--- src/rtl/ntr_pkg.sv ---
// Shared definitions for the cartridge-bus (NTR) command receiver and response transmitter.
package ntr_pkg;

   localparam logic [7:0]  NTR_IDLE_BYTE = 8'hFF;
   localparam int unsigned NTR_CMD_BYTES = 8;

   typedef enum logic [1:0] {
      NTR_IDLE  = 2'd0,
      NTR_LOAD  = 2'd1,
      NTR_SEND  = 2'd2,
      NTR_DRAIN = 2'd3
   } ntr_state_t;

endpackage

--- src/rtl/ntr_edge_sync.sv ---
// Synchronizes the host ntr_clk into the clk domain and emits one-cycle edge strobes.
module ntr_edge_sync #(
   parameter int unsigned SYNC_STAGES = 2
) (
   input  logic clk,
   input  logic rst,
   input  logic ntr_clk,
   output logic fall_pulse,
   output logic rise_pulse
);

   logic [SYNC_STAGES-1:0] sync;
   logic                   prev;

   // Synchronizer chain, previous-value flop and registered strobes; idle level is 1
   always_ff @(posedge clk) begin
      if (rst) begin
         sync       <= '1;
         prev       <= 1'b1;
         fall_pulse <= 1'b0;
         rise_pulse <= 1'b0;
      end else begin
         sync[0] <= ntr_clk;
         for (int i = 1; i < int'(SYNC_STAGES); i++) begin
            sync[i] <= sync[i-1];
         end
         prev       <= sync[SYNC_STAGES-1];
         fall_pulse <= prev & ~sync[SYNC_STAGES-1];
         rise_pulse <= ~prev & sync[SYNC_STAGES-1];
      end
   end

endmodule

--- src/rtl/ntr_tx.sv ---
// NTR response transmitter: streams resp_len bytes toward the host, one per ntr_clk fall.
module ntr_tx
   import ntr_pkg::*;
#(
   parameter int unsigned LEN_W       = 13,
   parameter int unsigned SYNC_STAGES = 2
) (
   input  logic             clk,
   input  logic             rst,
   input  logic             ntr_clk,
   output logic [7:0]       ntr_data_out,
   output logic             ntr_data_oe,
   input  logic             start,
   input  logic [LEN_W-1:0] resp_len,
   input  logic [7:0]       tx_data,
   input  logic             tx_valid,
   output logic             tx_ready,
   output logic             busy,
   output logic             underrun
);

   ntr_state_t       state;
   logic [LEN_W-1:0] remaining;
   logic [7:0]       hold;
   logic             full;
   logic             fall_pulse;
   logic             rise_pulse;
   logic             fill;

   ntr_edge_sync #(
      .SYNC_STAGES (SYNC_STAGES)
   ) u_edge_sync (
      .clk        (clk),
      .rst        (rst),
      .ntr_clk    (ntr_clk),
      .fall_pulse (fall_pulse),
      .rise_pulse (rise_pulse)
   );

   // Holding register accepts a byte only while a response still needs bytes
   assign tx_ready = ((state == NTR_LOAD) || (state == NTR_SEND)) && !full;
   assign busy     = (state != NTR_IDLE);
   assign fill     = tx_valid && tx_ready;

   // Response FSM, holding register and registered pad outputs
   always_ff @(posedge clk) begin
      if (rst) begin
         state        <= NTR_IDLE;
         remaining    <= '0;
         hold         <= '0;
         full         <= 1'b0;
         ntr_data_out <= NTR_IDLE_BYTE;
         ntr_data_oe  <= 1'b0;
         underrun     <= 1'b0;
      end else begin
         case (state)
            NTR_IDLE: begin
               ntr_data_oe  <= 1'b0;
               ntr_data_out <= NTR_IDLE_BYTE;
               full         <= 1'b0;
               if (start) begin
                  underrun <= 1'b0;
                  if (resp_len != '0) begin
                     remaining   <= resp_len;
                     ntr_data_oe <= 1'b1;
                     state       <= NTR_LOAD;
                  end
               end
            end
            NTR_LOAD: begin
               if (fall_pulse && full) begin
                  ntr_data_out <= hold;
                  full         <= 1'b0;
                  if (remaining != '0) remaining <= remaining - LEN_W'(1);
                  state <= (remaining == LEN_W'(1)) ? NTR_DRAIN : NTR_SEND;
               end
            end
            NTR_SEND: begin
               // An empty holder at a fall skips the byte rather than stalling the host
               if (fall_pulse) begin
                  if (full) begin
                     ntr_data_out <= hold;
                  end else begin
                     ntr_data_out <= NTR_IDLE_BYTE;
                     underrun     <= 1'b1;
                  end
                  full <= 1'b0;
                  if (remaining != '0) remaining <= remaining - LEN_W'(1);
                  if (remaining <= LEN_W'(1)) state <= NTR_DRAIN;
               end
            end
            NTR_DRAIN: begin
               if (rise_pulse) begin
                  ntr_data_oe  <= 1'b0;
                  ntr_data_out <= NTR_IDLE_BYTE;
                  full         <= 1'b0;
                  state        <= NTR_IDLE;
               end
            end
            default: state <= NTR_IDLE;
         endcase
         // A fill lands after any consume in the same cycle so the new byte is kept
         if (fill) begin
            hold <= tx_data;
            full <= 1'b1;
         end
      end
   end

endmodule

--- config.mk ---
export PLATFORM = sky130hd
export DESIGN_NAME = ntr_tx
export DESIGN_NICKNAME = d
export VERILOG_FILES = /design/src/rtl/ntr_pkg.sv /design/src/rtl/ntr_edge_sync.sv /design/src/rtl/ntr_tx.sv
export SDC_FILE = /design/constraint.sdc
export NUM_CORES = 1
export LEC_CHECK = 0
export CAP_MARGIN = 20
export CORE_AREA = 3 3 78 80
export CTS_CLUSTER_SIZE = 24
export DETAILED_ROUTE_END_ITERATION = 12
export DIE_AREA = 0 0 81 83
export GPL_TIMING_DRIVEN = 0
export PLACE_DENSITY = 0.63
export SYNTH_ARGS = -nofsm -noshare
export SYNTH_HDL_FRONTEND = slang
export SYNTH_SLANG_ARGS = --single-unit
--- constraint.sdc ---
create_clock -name clk -period 2.3 [get_ports clk]
set_input_delay 0.575 -clock clk [delete_from_list [all_inputs] [get_ports clk]]
set_output_delay 0.575 -clock clk [all_outputs]
set_load 0.005 [all_outputs]
=== Yosys cells after proc, flatten, opt, wreduce, memory -nomap -nowiden ===
Cells that the tools add are included.

* Flip-flop bits (word level): 39
* Output and inout port bits: 12

* Muxes and demuxes: 31
* Add/subtract/negate cells: 1
* $lt $le $gt $ge: 1
* Eq/ne operators: 14
* Bitwise logic cells: 4
* Reductions and logical operators: 18

{| class="wikitable"
|+ Operator list
! cell !! number
|-
| 13-bit 2-to-1 mux || 5
|-
| 13-bit one-hot mux with 3 select lines || 1
|-
| 8-bit 2-to-1 mux || 4
|-
| 8-bit one-hot mux with 4 select lines || 1
|-
| 13-bit nonzero test || 2
|-
| 13-bit by 1-bit equality test with 1-bit output (second input constant) || 1
|-
| 13-bit by 1-bit less-or-equal comparator with 1-bit output (second input constant) || 1
|-
| 13-bit by 1-bit subtractor with 13-bit output (second input constant) || 1
|-
| 2-bit 2-to-1 mux || 6
|-
| 1-bit 2-to-1 mux || 10
|-
| 3-bit by 2-bit != test with 1-bit output (second input constant) || 3
|-
| 2-bit by 1-bit != test with 1-bit output (second input constant) || 4
|-
| 2-bit one-hot mux with 4 select lines || 1
|-
| 2-bit != test (second input constant) || 3
|-
| 3-bit AND reduction || 2
|-
| 6-bit AND reduction || 1
|-
| 2-bit nonzero test || 3
|-
| 5-bit AND reduction || 1
|-
| 2-bit equality test (second input constant) || 2
|-
| 1-bit one-hot mux with 2 select lines || 2
|-
| 1-bit one-hot mux with 4 select lines || 1
|-
| 4-bit AND reduction || 1
|-
| 1-bit logical AND || 3
|-
| 3-bit nonzero test || 1
|-
| 7 further kinds || 9
|}

=== Depth between registers and ports, before layout ===
Gate-level depths: netlist (run 1).

* Depth in word-level cells: 6
* Gate-level depth with buffers: 8
* Depth with buffers taken out: 7

=== By module ===
A second synthesis (run 1) with hierarchy kept.

* Cells, all modules: 244
* Area total of the unflattened synthesis: 2034.5 um2

{| class="wikitable"
|+ By module, submodules not included
! module !! cells each !! times used !! seq. area each (um2) !! area each (um2)
|-
| ntr_tx || 234 || 1 || 680.7 || 1900.6
|-
| ntr_edge_sync || 10 || 1 || 100.1 || 133.9
|}

=== Least setup slack after synthesis (run 1) ===
Ideal clock, no wire load.

* Path type: register -> output
* Start point: register state[1]
* End point: output port tx_ready
* Stages on the path, launching flop included: 6
* Arrival: 1.351 ns
* Data required time: 1.725 ns
* Setup slack: 0.374 ns
* Path through: dfxtp_1 > inv_1 > ha_1 > inv_1 > nor2_1 > clkbuf_1

* Longest elaborated chain between the ends: 3
* Elaborated cells on any way between the ends: 4
* Those cells by class: 2 x eq/ne; 2 x reduce/logical

{| class="wikitable"
|+ RTL lines
! item !! RTL line !! RTL
|-
| start, declared || ntr_tx.sv:22 || <nowiki>ntr_state_t state;</nowiki>
|-
| start signal, assigned || ntr_tx.sv:75 || <nowiki>state <= (remaining == LEN_W'(1)) ? NTR_DRAIN : NTR_SEND;</nowiki>
|-
| 2-bit by 1-bit equality test with 1-bit output / 2-bit equality test (equally long branches) || ntr_tx.sv:41 || <nowiki>assign tx_ready = ((state == NTR_LOAD) || (state == NTR_SEND)) && !full;</nowiki>
|-
| 1-bit logical OR (*) || ntr_tx.sv:41 ||
|-
| 1-bit logical AND (*) || ntr_tx.sv:41 ||
|-
| end, declared || ntr_tx.sv:17 || <nowiki>output logic tx_ready,</nowiki>
|}

Mark *: on every way between the ends. The rest lies on a longest branch, timed or not.

=== Final worst setup path (run 1) ===
* Start point: input port resp_len[2]
* End point: register ntr_data_oe

* Longest elaborated chain between the ends: 4

{| class="wikitable"
|+ RTL lines
! item !! RTL line !! RTL
|-
| start, declared || ntr_tx.sv:14 || <nowiki>input logic [LEN_W-1:0] resp_len,</nowiki>
|-
| 13-bit nonzero test || ntr_tx.sv:63 || <nowiki>if (resp_len != '0) begin</nowiki>
|-
| 1-bit 2-to-1 mux || ntr_tx.sv:63 ||
|-
| 1-bit 2-to-1 mux || ntr_tx.sv:61 || <nowiki>if (start) begin</nowiki>
|-
| 1-bit one-hot mux with 2 select lines || ntr_tx.sv:56 || <nowiki>case (state)</nowiki>
|-
| end signal, assigned || ntr_tx.sv:53 || <nowiki>ntr_data_oe <= 1'b0;</nowiki>
|-
| end signal, assigned || ntr_tx.sv:58 || <nowiki>ntr_data_oe <= 1'b0;</nowiki>
|-
| end signal, assigned || ntr_tx.sv:65 || <nowiki>ntr_data_oe <= 1'b1;</nowiki>
|-
| end, declared || ntr_tx.sv:12 || <nowiki>output logic ntr_data_oe,</nowiki>
|}

No other way between the ends.
A chain may end at the register's enable or synchronous reset.

==> results of run 1 <==
## worst max-delay path by stage
| stage | startpoint | to | slack (ns) | depth (start not counted) |
|---|---|---|---|---|
| final | resp_len[2] | ntr_data_oe$_SDFFE_PP0P_ | 0.15 | 7 |
| after detailed placement | state[1]$_SDFFE_PP0P_ | tx_ready | -0.48 | 6 |
| after global placement | state[1]$_SDFFE_PP0P_ | tx_ready | -0.45 | 6 |
| after floorplan | state[1]$_SDFFE_PP0P_ | tx_ready | 0.37 | 5 |
| after global routing | state[0]$_SDFFE_PP0P_ | remaining[2]$_SDFFE_PP0P_ | 0.01 | 7 |
| after CTS | resp_len[10] | ntr_data_oe$_SDFFE_PP0P_ | 0.007 | 7 |
## through the flow
step	instance area [sq um]	setup WS [ns]
2_1_floorplan	2156	0.3742
3_3_place_gp	2606	-0.4536
3_5_place_dp	2606	-0.4841
4_1_cts	2806	0.006681
5_1_grt	2828	0.01429
6_report	2828	0.1474
## registers in the layout, summed over array words and instances (netlist names)
register / count
u_edge_sync.fall_pulse: 1
state: 2
hold: 8
underrun: 1
full: 1
remaining: 13
ntr_data_oe: 1
ntr_data_out: 8
u_edge_sync.sync: 2
u_edge_sync.rise_pulse: 1
u_edge_sync.prev: 1
## metal layers
metal	vias up	track usage, %	routed length, um
met5	-	0	0
met3	13	3.037	254
met2	53	26.29	2643
li1	1063	-	-
met1	962	27.94	2913
met4	0	6.452	116
## where the power goes
part / switching [mW] / internal, mW
registers: 0.181 / 0.895
logic: 1.63 / 1.21
clock network: 0.255 / 0.323
## layout make-up
class / count / area, sq um / share of cell area (%)
inverters: 10 / 41.29 / 1.460
plain buffers: 16 / 82.58 / 2.920
multi-input cells: 190 / 1301 / 46.02
clock inverters: 3 / 43.79 / 1.549
flip-flops and latches: 39 / 788.3 / 27.88
repair buffers: 43 / 411.6 / 14.56
well taps: 72 / 90.09 / 3.186
clock buffers: 5 / 68.82 / 2.434
## logic make-up (layout without fill, tap and decap cells)
group / count (synthesis) / count (layout) / synth area share, %
flip-flops: 39 / 39 / 36.22
AND/OR/NAND/NOR: 79 / 79 / 19.04
AO/OA/AOI/OAI: 99 / 99 / 33.31
adder cells (fa/ha/maj): 8 / 8 / 4.643
multiplexers: 4 / 4 / 1.857
buffers and inverters: 26 / 77 / 4.933
## cell usage after synthesis (all sizes together), types with 3 or more instances
| master | n | area [sq um] |
|---|---|---|
| a211o | 8 | 70.07 |
| a21o | 9 | 67.56 |
| a21oi | 30 | 153.9 |
| a311oi | 3 | 43.80 |
| a31oi | 5 | 31.28 |
| buf | 4 | 23.77 |
| clkbuf | 12 | 45.04 |
| dfxtp | 39 | 780.8 |
| ha | 8 | 100.1 |
| inv | 10 | 37.54 |
| mux2i | 4 | 40.04 |
| nand2 | 21 | 81.33 |
| nand2b | 4 | 25.02 |
| nand3 | 12 | 60.06 |
| nor2 | 13 | 48.80 |
| nor3 | 10 | 61.31 |
| nor4 | 5 | 37.53 |
| o21ai | 10 | 50.05 |
| o311ai | 8 | 92.59 |
| o31ai | 10 | 75.07 |
| or2 | 3 | 18.77 |
## repair_timing
action,4_1_cts,5_1_grt
pin swaps,3,1
endpoints found under the setup margin,20,14
resized for setup,16,2
buffers inserted,5,2
==> summary.txt, run 1 <==
Clocking
  • Clock transition at path regs: 0.08 ns
  • Skew-Pair Late Insertion Delay: 0.29 ns
  • Post-CTS Hold Buffers: 0
  • CTS tree: yes
  • TritonCTS buffer count: 5
  • Clk buf depth: 2
  • Root buf cell: clkbuf_8
  • Clk sinks: 39
  • H-Tree Depth: 2

Timing
  • Fin crit period: 2.153 ns
  • Final TNS setup: 0 ns
  • Tcrit/Tclk final: 93.59%
  • Final hold viol count: 0
  • Setup violators final: 0
  • Headroom to the max-slew limit: 56.00%
  • WHS: 0.4180 ns
  • Final slew viol count: 0
  • Fmax achieved: 464.6 MHz
  • RSZ-0062 raised after global routing: false
  • Worst-margin pin slew: 0.6546 ns
  • Clock Skews: 0.005666 ns

Critical path
  • Worst Path Buf+Inv: 2
  • Worst-path cell chain: clkdlybuf4s50_1 > nor3_1 > nand4_1 > a21oi_4 > buf_4 > nor4_1 > a31o_2
  • Worst r2r dst: ntr_data_out[6]$_SDFFE_PP1P_
  • Startpoint Class: input port
  • R2R setup slack: 0.19 ns
  • CP Capture Type: flop
  • Critical R2R Launch: state[1]$_SDFFE_PP0P_
  • CP delay by family, top: buffers and inverters
  • CP max-delay cell: clkdlybuf4s50_1
  • CP Max Fanout: 10
  • CP required: 2.49 ns
  • Worst EP arrival: 2.35 ns
  • WS Path Type: input port to flop
  • Crit path largest cell delay: 0.45 ns
  • Worst r2r path cells: 7

Synthesis
  • Yosys warns: 0
  • Post-synth EDFFs: 0
  • Post-Syn Area: 2156 sq um
  • Number of distinct library cells after synthesis: 49
  • Synthesized flop and latch total: 39
  • Syn nets: 289
  • Post-synth ARST share: 0%
  • Main synth FF type: dfxtp_1
  • Syn_area_per_cell: 8.454 sq um
  • Seq/Total Area, Yosys: 36.22%
  • Post-Syn Instances: 255

Die
  • Die Span X: 81 um
  • Core Footprint: 5473 sq um
  • Die Span Y: 83 um
  • Ports: 38
  • Initial core utilization: 39.39%
  • Row Count: 27
  • Die footprint: 6723 sq um

Layout
  • Antenna cells: 0
  • Final core occ: 51.67%
  • Most common cell after layout, fill and taps aside: dfxtp_1
  • Share of layout cells above drive strength 1: 13.07%
  • Number of fill cells in the layout: 547
  • P&R area growth vs syn: 31.17%
  • Nets: 339
  • Layout Cells excl Fill: 378
  • Most frequent cells in the layout: dfxtp_1 (37), clkdlybuf4s50_1 (35), a21oi_1 (29)

Global route
  • GR Overflow Total: 0
  • Vias in the first global route: 1973
  • Pin count of the biggest net entering global routing: 14
  • Total GRT Usage: 18.54%
  • First-pass GRT wire length: 9.936 mm
  • Initial antenna violation count: 0

Detailed routing
  • Total wire length: 5.927 mm
  • Final ANT Viol Nets: 0
  • DR DRC count: 0
  • Via/cell ratio: 5.532
  • Initial DRT Pass Iterations: 4
  • Vias: 2091
  • WL/cell: 15.68 um
  • DRT iter0 DRCs: 115

Hold path
  • Hold Path Sink: u_edge_sync.sync[1]$_SDFF_PP1_
  • Min-delay src: u_edge_sync.sync[0]$_SDFF_PP1_
  • Path type of the worst min-delay path: flop to flop
  • Cells on Worst Hold Path: 1

Place
  • Dpl cells: 363
  • IO buf count: 36
  • Gpl congestion: 0.9244
  • Post-DP HPWL: 4.263 mm

Pwr
  • Power Density: 1589 nW/um^2
  • Leakage power: 1.098 nW
  • Tot Pwr: 4.492 mW
  • Max VDD drop: 0.6050 mV

Job
  • Max cap viols: 0

Run status
  • Outcome: completed
(Power assumes the default switching activity.)
==> run 2: changes to the inputs <==
--- a/config.mk
+++ b/config.mk
@@ -12,6 +12,8 @@
 export DIE_AREA = 0 0 81 83
 export GPL_TIMING_DRIVEN = 0
 export PLACE_DENSITY = 0.63
+export SLEW_MARGIN = 20
 export SYNTH_ARGS = -nofsm -noshare
 export SYNTH_HDL_FRONTEND = slang
 export SYNTH_SLANG_ARGS = --single-unit
+export TNS_END_PERCENT = 10
==> run 2 against run 1 <==
Against the previous run: clock skew barely moved; register-to-register slack about the same; worst setup slack worse by 0.053 ns; core utilization shrank 0.16 points; combinational power is essentially flat; critical path depth did not move; via count increased by 0.57%; critical path type unchanged; largest cell class unchanged; largest power group unchanged.
==> summary.txt, run 2 (same netlist as run 1, synthesis figures left out) <==
Timing
  • RSZ-0062 raised after global routing: false
  • Setup violators final: 0 (unchanged)
  • Final slew viol count: 0 (unchanged)
  • WHS: 0.4181 ns (+0.00005700 ns)
  • Headroom to the max-slew limit: 56.59% (+0.59 points)
  • Worst-margin pin slew: 0.6458 ns (-0.008767 ns)
  • Clock Skews: 0.005675 ns (+0.000009550 ns)
  • Final hold viol count: 0 (unchanged)
  • Fin crit period: 2.205 ns (+0.05265 ns)
  • Tcrit/Tclk final: 95.88% (+2.3 points)
  • Fmax achieved: 453.5 MHz (-2.4%)

Pwr
  • Max VDD drop: 0.6054 mV (about the same)
  • Power Density: 1590 nW/um^2 (about the same)
  • Leakage power: 1.088 nW (-0.87%)
  • Tot Pwr: 4.482 mW (-0.22%)

Global route
  • Vias in the first global route: 1973 (unchanged)
  • Pin count of the biggest net entering global routing: 14 (unchanged)
  • GR Overflow Total: 0 (unchanged)
  • First-pass GRT wire length: 9.936 mm (unchanged)
  • Initial antenna violation count: 0 (unchanged)
  • Total GRT Usage: 18.54% (unchanged)

Clocking
  • CTS tree: yes
  • Skew-Pair Late Insertion Delay: 0.29 ns (about the same)
  • Root buf cell: clkbuf_8
  • Clk sinks: 39 (unchanged)
  • Clk buf depth: 2 (unchanged)
  • Clock transition at path regs: 0.08 ns (about the same)
  • H-Tree Depth: 2 (unchanged)
  • TritonCTS buffer count: 5 (unchanged)

Layout
  • Final core occ: 51.51% (-0.16 points)
  • Most frequent cells in the layout: dfxtp_1 (37), clkdlybuf4s50_1 (35), a21oi_1 (29)
  • Number of flip-flops in the largest register: 13 (unchanged)
  • Post-route cell area: 2819 sq um (-0.31%)
  • Area of the multi-input gates: 1308 sq um (+0.48%)
  • Largest registers: remaining: 13 flops, hold: 8 flops, ntr_data_out: 8 flops
  • Layout Cells excl Fill: 376 (-0.53%)
  • Total area of sequential cells: 788.3 sq um (unchanged)
  • P&R area growth vs syn: 30.76%
  • Most common cell after layout, fill and taps aside: dfxtp_1
  • Number of fill cells in the layout: 552 (+0.91%)
  • Share of layout cells above drive strength 1: 12.83% (-0.24 points)
  • Antenna cells: 0 (unchanged)
  • Nets: 337 (-0.59%)
  • Largest Register: remaining

Critical path
  • Startpoint Class: input port
  • WS Path Type: input port to flop
  • Critical R2R Launch: state[1]$_SDFFE_PP0P_
  • R2R setup slack: 0.18 ns (about the same)
  • Crit. Startpoint: resp_len[2]
  • Worst EP arrival: 2.40 ns (+0.05 ns)
  • CP Max Fanout: 10 (unchanged)
  • CP Capture Type: flop
  • Setup crit end: ntr_data_oe$_SDFFE_PP0P_
  • CP required: 2.49 ns (about the same)
  • Worst r2r dst: ntr_data_out[6]$_SDFFE_PP1P_
  • Worst r2r path cells: 7 (unchanged)

Run status
  • Outcome: completed

Detailed routing
  • Via/cell ratio: 5.593 (+1.1%)
  • DRT iter0 DRCs: 124 (+7.8%)
  • Initial DRT Pass Iterations: 5 (+1)
  • Total wire length: 5.980 mm (+0.89%)
  • Vias: 2103 (+0.57%)
  • DR DRC count: 0 (unchanged)
  • Final ANT Viol Nets: 0 (unchanged)
  • WL/cell: 15.90 um (+1.4%)

Place
  • Gpl congestion: 0.9244 (unchanged)
  • Dpl cells: 363 (unchanged)
  • IO buf count: 36 (unchanged)
  • Dpl cell area: 2606 sq um (unchanged)
  • Post-DP HPWL: 4.263 mm (unchanged)

Hold path
  • Path type of the worst min-delay path: flop to flop

Job
  • Max cap viols: 0 (unchanged)

Die
  • Core Footprint: 5473 sq um (unchanged)
  • Die Span Y: 83 um (unchanged)
  • Row Count: 27 (unchanged)
  • Initial core utilization: 39.39% (unchanged)
  • Die Span X: 81 um (unchanged)
  • Ports: 38 (unchanged)
  • Die footprint: 6723 sq um (unchanged)
-- run 2: cell count changes in the layout (fill, tap and decap cells not counted) --
cell	before	now
buf_4	8	6
nor4_1	4	3
nor4_2	1	2
-- run 2: where the power goes --
part	switching (mW)	internal (mW)
sequential	0.183	0.895
combinational	1.63	1.19
clock	0.254	0.323
-- run 2: timing repair --
action | in CTS | in global routing
cloned | 0 | 0
pin swaps | 3 | 1
setup endpoints to repair | 20 | 14
hold buffers | 0 | 0
hold endpoints to repair | 0 | 0
setup buffers | 5 | 0
gates resized for setup | 16 | 3
-- run 2: through the flow --
stage          TNS (ns)  setup WS (ns)
2_1_floorplan         0         0.3742
3_3_place_gp     -4.945        -0.4536
3_5_place_dp     -4.786        -0.4841
4_1_cts               0       0.006681
5_1_grt               0        0.01429
6_report              0        0.09479
-- run 2: area by class of cell --
type                       instances  area share (%)
buffer                            16           2.929
clock buffer                       5           2.441
clock inverter                     3           1.553
inverter                          10           1.465
multi-input combinational        190           46.38
sequential                        39           27.96
tap                               72           3.196
timing repair buffer              41           14.07
-- run 2: worst max-delay path: stages --
cell,delay [ns]
clkdlybuf4s50_1,0.45
nor3_1,0.28
nand4_1,0.26
a21oi_4,0.30
buf_4,0.24
nor4_1,0.07
a31o_2,0.22
-- run 2: how the worst min path moves through the flow --
stage                                        start                             end  cells after the start  slack (ns)
finish              u_edge_sync.sync[0]$_SDFF_PP1_  u_edge_sync.sync[1]$_SDFF_PP1_                      1        0.42
global route        u_edge_sync.sync[0]$_SDFF_PP1_  u_edge_sync.sync[1]$_SDFF_PP1_                      1        0.42
CTS                 u_edge_sync.sync[0]$_SDFF_PP1_  u_edge_sync.sync[1]$_SDFF_PP1_                      1        0.42
detailed placement  u_edge_sync.sync[0]$_SDFF_PP1_  u_edge_sync.sync[1]$_SDFF_PP1_                      1        0.40
global placement    u_edge_sync.sync[0]$_SDFF_PP1_  u_edge_sync.sync[1]$_SDFF_PP1_                      1        0.39
floorplan           u_edge_sync.sync[0]$_SDFF_PP1_  u_edge_sync.sync[1]$_SDFF_PP1_                      1        0.39
-- run 2: metal layers --
metal / routed length [um] / vias up / global-route usage, %
met2: 2657 / 58 / 26.29
met1: 2940 / 979 / 27.94
li1: - / 1056 / -
met3: 288 / 10 / 3.037
met5: 0 / - / 0
met4: 93 / 0 / 6.452
==> run 3: changes to the inputs <==
--- a/config.mk
+++ b/config.mk
@@ -5,6 +5,7 @@
 export SDC_FILE = /design/constraint.sdc
 export NUM_CORES = 1
 export LEC_CHECK = 0
+export ABC_CLOCK_PERIOD_IN_PS = 2300
 export CAP_MARGIN = 20
 export CORE_AREA = 3 3 78 80
 export CTS_CLUSTER_SIZE = 24
==> results of run 3 <==
The final DEF is identical to that of run 2; final timing and power are the same.
